File: src/rtl/traffic_light_intersection.sv
// Two-approach crossroads controller: tick prescaler, NS/EW phases with all-red clearance,
// latched pedestrian request that can shorten NS green. Optional flashing-yellow mode under TLC_FLASH_EN.
module traffic_light_intersection #(
  parameter int CLK_DIV         = 100000000,
  parameter int NS_GREEN_TICKS  = 6,
  parameter int EW_GREEN_TICKS  = 4,
  parameter int YELLOW_TICKS    = 2,
  parameter int ALLRED_TICKS    = 1,
  parameter int MIN_GREEN_TICKS = 2
) (
  input  logic       clk,
  input  logic       reset,
`ifdef TLC_FLASH_EN
  input  logic       flash,
`endif
  input  logic       ped_req,
  output logic       ns_green,
  output logic       ns_yellow,
  output logic       ns_red,
  output logic       ew_green,
  output logic       ew_yellow,
  output logic       ew_red,
  output logic       walk,
  output logic       ped_pending,
  output logic [2:0] phase
);

  localparam int PRE_W  = (CLK_DIV > 1) ? $clog2(CLK_DIV) : 1;
  localparam int MAX_GA = (NS_GREEN_TICKS > EW_GREEN_TICKS) ? NS_GREEN_TICKS : EW_GREEN_TICKS;
  localparam int MAX_YA = (YELLOW_TICKS > ALLRED_TICKS) ? YELLOW_TICKS : ALLRED_TICKS;
  localparam int MAX_T  = (MAX_GA > MAX_YA) ? MAX_GA : MAX_YA;
  localparam int PH_W   = (MAX_T > 1) ? $clog2(MAX_T) : 1;

  localparam logic [PRE_W-1:0] PRE_LAST    = PRE_W'(CLK_DIV - 1);
  localparam logic [PH_W-1:0]  NS_LAST     = PH_W'(NS_GREEN_TICKS - 1);
  localparam logic [PH_W-1:0]  EW_LAST     = PH_W'(EW_GREEN_TICKS - 1);
  localparam logic [PH_W-1:0]  YEL_LAST    = PH_W'(YELLOW_TICKS - 1);
  localparam logic [PH_W-1:0]  AR_LAST     = PH_W'(ALLRED_TICKS - 1);
  localparam logic [PH_W-1:0]  MIN_GR_LAST = PH_W'(MIN_GREEN_TICKS - 1);

  localparam logic [2:0] S_ALLRED_B  = 3'd0;
  localparam logic [2:0] S_NS_GREEN  = 3'd1;
  localparam logic [2:0] S_NS_YELLOW = 3'd2;
  localparam logic [2:0] S_ALLRED_A  = 3'd3;
  localparam logic [2:0] S_EW_GREEN  = 3'd4;
  localparam logic [2:0] S_EW_YELLOW = 3'd5;
`ifdef TLC_FLASH_EN
  localparam logic [2:0] S_FLASH     = 3'd6;
`endif

  logic [2:0]       state_q, state_d;
  logic [PRE_W-1:0] pre_cnt_q, pre_cnt_d;
  logic [PH_W-1:0]  ph_cnt_q, ph_cnt_d;
  logic             ped_pending_q, ped_pending_d;
  logic             tick;

  assign tick = (pre_cnt_q == PRE_LAST);

  always_comb begin
    state_d       = state_q;
    pre_cnt_d     = tick ? '0 : pre_cnt_q + 1'b1;
    ph_cnt_d      = ph_cnt_q;
    ped_pending_d = ped_pending_q | ped_req;
    if (tick) begin
      ph_cnt_d = ph_cnt_q + 1'b1;
      case (state_q)
        S_ALLRED_B:  if (ph_cnt_q == AR_LAST) state_d = S_NS_GREEN;
        S_NS_GREEN:  if ((ph_cnt_q == NS_LAST) || (ped_pending_q && (ph_cnt_q >= MIN_GR_LAST)))
                       state_d = S_NS_YELLOW;
        S_NS_YELLOW: if (ph_cnt_q == YEL_LAST) state_d = S_ALLRED_A;
        S_ALLRED_A:  if (ph_cnt_q == AR_LAST) state_d = S_EW_GREEN;
        S_EW_GREEN:  if (ph_cnt_q == EW_LAST) state_d = S_EW_YELLOW;
        S_EW_YELLOW: if (ph_cnt_q == YEL_LAST) state_d = S_ALLRED_B;
        default:     state_d = S_ALLRED_B;
      endcase
    end
`ifdef TLC_FLASH_EN
    // Flash overrides the normal sequence from any state; ph_cnt keeps running inside FLASH
    if (flash) state_d = S_FLASH;
    else if (state_q == S_FLASH) state_d = S_ALLRED_B;
`endif
    if (state_d != state_q) ph_cnt_d = '0;
    // Entering EW green serves the request; clear beats a same-cycle set
    if ((state_d == S_EW_GREEN) && (state_q != S_EW_GREEN)) ped_pending_d = 1'b0;
  end

  always_ff @(posedge clk) begin
    if (reset) begin
      state_q       <= S_ALLRED_B;
      pre_cnt_q     <= '0;
      ph_cnt_q      <= '0;
      ped_pending_q <= 1'b0;
    end else begin
      state_q       <= state_d;
      pre_cnt_q     <= pre_cnt_d;
      ph_cnt_q      <= ph_cnt_d;
      ped_pending_q <= ped_pending_d;
    end
  end

  always_comb begin
    ns_green  = (state_q == S_NS_GREEN);
    ns_yellow = (state_q == S_NS_YELLOW);
    ns_red    = !(ns_green || ns_yellow);
    ew_green  = (state_q == S_EW_GREEN);
    ew_yellow = (state_q == S_EW_YELLOW);
    ew_red    = !(ew_green || ew_yellow);
    walk      = ew_green;
`ifdef TLC_FLASH_EN
    // Yellows start lit on entry (ph_cnt cleared) and toggle with each tick
    if (state_q == S_FLASH) begin
      ns_yellow = ~ph_cnt_q[0];
      ew_yellow = ~ph_cnt_q[0];
      ns_red    = 1'b0;
      ew_red    = 1'b0;
    end
`endif
  end

  assign ped_pending = ped_pending_q;
  assign phase       = state_q;

endmodule

File: config.mk
export PLATFORM = sky130hd
export DESIGN_NAME = traffic_light_intersection
export DESIGN_NICKNAME = d
export VERILOG_FILES = /design/src/rtl/traffic_light_intersection.sv
export SDC_FILE = /design/constraint.sdc
export NUM_CORES = 1
export LEC_CHECK = 0
export BUFFER_PORTS_ARGS = -buffer_cell sky130_fd_sc_hd__buf_4
export CORE_MARGIN = 8
export CORE_UTILIZATION = 50
export CTS_BUF_LIST = sky130_fd_sc_hd__clkbuf_4
export DETAILED_ROUTE_END_ITERATION = 16
export PLACE_DENSITY = 0.68
export SLEW_MARGIN = 5
export SYNTH_ARGS = -nofsm -noshare
export SYNTH_HDL_FRONTEND = slang
export SYNTH_SLANG_ARGS = --single-unit
File: constraint.sdc
create_clock -name clk -period 2.2 [get_ports clk]
set_input_delay 0.33 -clock clk [delete_from_list [all_inputs] [get_ports clk]]
set_output_delay 0.33 -clock clk [all_outputs]
set_load 0.01 [all_outputs]
======== Word level (Yosys, flattened, before mapping) ========
Index checks and enable logic that the tools add are counted.
cells by class
  multiplexer cells ....................... 8
  reductions and logical operators ........ 12
  add/sub/neg operators ................... 2
  $lt $le $gt $ge ......................... 1
  bitwise operators ....................... 1
  equality and inequality tests ........... 12
operators with widths
  cell                   count
  $add 27x1->27 const B  1
  $eq 27x27->1 const B   1
  $mux 3                 7
  $pmux 3 s6             1
  $eq 3x3->1 const B     4
  $eq 3x2->1 const B     3
  $eq 3x1->1 const B     2
  $logic_not 3->1        2
  $reduce_or 2->1        3
  $add 3x1->3 const B    1
  $ge 3x1->1 const B     1
  $logic_or 1x1->1       3
  $ne 3x3->1             1
  $ne 3x3->1 const B     1
  $logic_and 1x1->1      2
  $logic_not 1->1        2
  $or 1x1->1             1
storage, ports and cells
  register bits ........................... 34
  word-level logic and storage cells ...... 40

======== Depth between registers and ports, before layout ========
  depth in word-level cells ............... 9
  mapped depth ............................ 6
  depth with buffers taken out ............ 6

======== Least setup slack after synthesis ========
OpenSTA, ideal clock, no wires.
  kind .................................... register to register
  from .................................... register pre_cnt_q[0]
  to ...................................... register pre_cnt_q[23]
  cell stages (with the launch flop) ...... 7
  setup time .............................. 0.130 ns
  required time ........................... 2.070 ns
  path slack .............................. 0.397 ns
  period minus slack after synthesis ...... 1.803 ns
  buffers on the path ..................... 1
  arrival ................................. 1.673 ns
  path through ............................ dfxtp_1 > ha_1 > and3_2 > nand4_1 > o21ai_1 > buf_2 > a21oi_1
on the way
  word-level cells in the longest chain between the ends .. 2
  elaborated cells on any way between the ends .. 3
RTL lines
  what                                                                   line  RTL
  start: declaration                                                     52    logic [PRE_W-1:0] pre_cnt_q, pre_cnt_d;
  start signal: assignment                                               95    pre_cnt_q <= pre_cnt_d;
  parallel branches: the longest is 2 deep, another holds $add 27x1->27  n/a
Parallel ways; which one is timed is not known.
A chain may end at the register's enable or synchronous reset.

======== Worst setup path in the final report ========
  from .................................... register pre_cnt_q[0]
  to ...................................... register ph_cnt_q[2]
on the way
  word-level cells in the longest chain between the ends .. 4
RTL lines
  what                       line  RTL
  $eq 27x27->1 *             57    assign tick = (pre_cnt_q == PRE_LAST);
  $mux 3                     64    if (tick) begin
  $ne 3x3->1                 82    if (state_d != state_q) ph_cnt_d = '0;
  $reduce_or 2->1 (no line)  n/a
  end signal: assignment     96    ph_cnt_q <= ph_cnt_d;
  end: declaration           53    logic [PH_W-1:0] ph_cnt_q, ph_cnt_d;
Every way passes the cells marked *; elsewhere a longest branch is shown, timed or not.

==> impl_metrics.csv <==
group,metric,value,unit
timing,finalHoldViolations,0,
timing,rsz0062_at_grt,"false",
critical_path,r2r-start,"pre_cnt_q[0]",
global_route,grt_usage,0.135,
final_layout,n_fill_cell,356,
worst_hold_path,hold_path_end,"phase[1]",
final_layout,fin_nets,243,
timing,worstMarginPinSlew,633,ps
floorplanning,die_x,76.4,um
logic_synthesis,synthArstFlopShare,0,
logic_synthesis,synth_edf_count,0,
logic_synthesis,yosysWarnings,0,
timing,fin_skew,10.8,ps
floorplanning,num_rows,22,
logic_synthesis,syn_area,1820,um^2
logic_synthesis,synth_fp_nets,228,
global_route,grt_max_degree,27,
global_route,grt_pass1_wl,6.65,mm
drt,wl_per_cell,13.8,um
final_layout,antenna_cells,0,
clocking,clkTransAtPathRegs,110,ps
timing,fin_crit_sh,0.886,
clocking,clockBufferDepth,2,
clocking,cts_tree,"yes",
place,placed_area,1970,um^2
floorplanning,dieHeight,76.4,um
drt,antenna_left,0,
timing,relSlewSlack,0.573,
worst_hold_path,min_path_cells,2,
final_layout,postLayoutCellArea,2020,um^2
timing,setup-violations-final,0,
logic_synthesis,syn_inst,220,
drt,first_pass_iters,4,
clocking,postCtsResizedCells,0,
drt,drcViolationCount,0,
place,gp_congestion,0.850,
logic_synthesis,synth_ff_type,"dfxtp_1",
logic_synthesis,yosysSeqAreaShare,0.374,
final_layout,drive_gt1_frac,0.131,
final_layout,final_cell_mix,"dfxtp_1, nor2_1, buf_4, nand2_1, a21oi_1",
critical_path,reg2reg_depth,5,
clocking,cts_sinks,34,
clocking,cts_root_buffer,"clkbuf_4",
clocking,h-tree-depth,2,
clocking,clk_latency,340,ps
worst_hold_path,hp-start,"reset",
final_layout,area_delta_synth_final,11.1,%
global_route,grt_pass1_vias,1548,
drt,drt_iter0_drc,133,
floorplanning,coreArea,3580,um^2
drt,vias_per_cell,5.98,
critical_path,required,2460,ps
logic_synthesis,ys_types,46,
drt,via_count,1699,
timing,fmax,513,MHz
critical_path,regToRegEndpoint,"ph_cnt_q[2]",
pwr,leakage,0.647,nW
global_route,grt-ovfl-total,0,
critical_path,r2r_slack,250,ps
pwr,powerDensity,491,nW/um^2
clocking,ctsHoldBuffers,0,
run,drv_cap,0,
clocking,post-cts-setup-buffers,0,
critical_path,crit_path_max_fanout,7,
logic_synthesis,syn_avg_cell_area,8.28,um^2
floorplanning,pin_count,14,
place,place_hpwl,2.92,mm
worst_hold_path,hold_class,"in2reg",
floorplanning,dieArea,5830,um^2
critical_path,start_kind,"flip-flop",
logic_synthesis,ys_ff_latch,34,
status,status,"finished, final reports clean",
timing,period_needed,1950,ps
floorplanning,initial_utilization,0.509,
drt,finalWirelength,3.93,mm
critical_path,critical_path_class,"reg2reg",
global_route,antenna_found_initial,0,
critical_path,setup.worst_path.end_class,"flip-flop",
pwr,ir_drop,0.305,mV
place,io_buffers,13,
critical_path,arrival,2210,ps
final_layout,fin_util,0.565,
final_layout,final_common_cell,"dfxtp_1",
clocking,numCtsBuffers,5,
timing,finalMaxSlewViolations,0,
timing,tns,0,ps
flip-flops by register name, indices dropped and copies added (netlist names):
signal / count
phase: 3
ph_cnt_q: 3
ped_pending: 1
pre_cnt_q: 27
worst max-delay path by stage:
| stage | cells past startpoint | endpoint | start |
|---|---|---|---|
| after global routing | 5 | ph_cnt_q[2] | pre_cnt_q[0] |
| after floorplan | 6 | pre_cnt_q[23] | pre_cnt_q[0] |
| after global placement | 6 | pre_cnt_q[26] | pre_cnt_q[0] |
| after detailed placement | 6 | pre_cnt_q[26] | pre_cnt_q[0] |
| after CTS | 6 | pre_cnt_q[26] | pre_cnt_q[0] |
| final | 5 | ph_cnt_q[2] | pre_cnt_q[0] |
final cells by class:
cell class,instances,area (um^2),area share
clock inverter,3,16.3,0.00804
timing repair buffer,18,135,0.0668
sequential,34,681,0.336
tap,48,60.1,0.0297
clock buffer,5,37.5,0.0186
multi-input combinational,169,1070,0.528
inverter,7,26.3,0.0130
where the power goes:
part	switching (mW)	internal, mW	total [mW]	leakage, nW
Clock	0.216	0.119	0.335	0.0286
Combinational	0.0164	0.0105	0.0269	0.343
Sequential	0.0102	0.621	0.631	0.275
synth_stat cells, types with 5 or more instances:
cell type | number | area share
a21oi_1 | 14 | 0.038
and4_1 | 5 | 0.024
buf_2 | 5 | 0.014
dfxtp_1 | 34 | 0.37
ha_1 | 5 | 0.034
inv_1 | 7 | 0.014
nand2_1 | 15 | 0.031
nand3_1 | 11 | 0.030
nand4_1 | 13 | 0.045
nor2_1 | 27 | 0.056
o21ai_0 | 9 | 0.025
or3_1 | 8 | 0.027
or4_1 | 5 | 0.021
xnor2_1 | 7 | 0.034
xor2_1 | 6 | 0.029
worst max-delay path: stages (launching register included):
cell and delay (ps):
dfxtp_1 450, ha_1 270, and3_2 210, nand4_1 240, or4_1 470, o32ai_1 220
stage by stage:
step           setup WS [ps]  power [mW]  cells  hold slack, ps
6_report                 251       0.993    284             195
5_1_grt                 97.7        1.03    284             185
4_1_cts                  252        1.01    284             186
3_5_place_dp             276       0.673    276             472
3_3_place_gp             349       0.671    276             454
2_1_floorplan            397       0.661    220             399
per-layer routing:
metal | vias to the layer above | track usage | part of all wire
met5 | - | 0 | 0
met4 | 0 | 0.0731 | 0.021
met3 | 8 | 0.0413 | 0.056
met2 | 56 | 0.223 | 0.48
met1 | 784 | 0.153 | 0.45
li1 | 851 | - | -
cell families (layout without fill, tap and decap cells):
kind of cell               count (synthesis)  after routing  synth area share
xor gates and xnor gates                  13             13            0.0625
adders and majority gates                  5              5            0.0343
AOI/OAI and AO/OA                         45             45             0.164
buffers and inverters                     17             33            0.0405
and+or+nand+nor                          106            106             0.325
DFF                                       34             34             0.374
(Power assumes the default switching activity.)
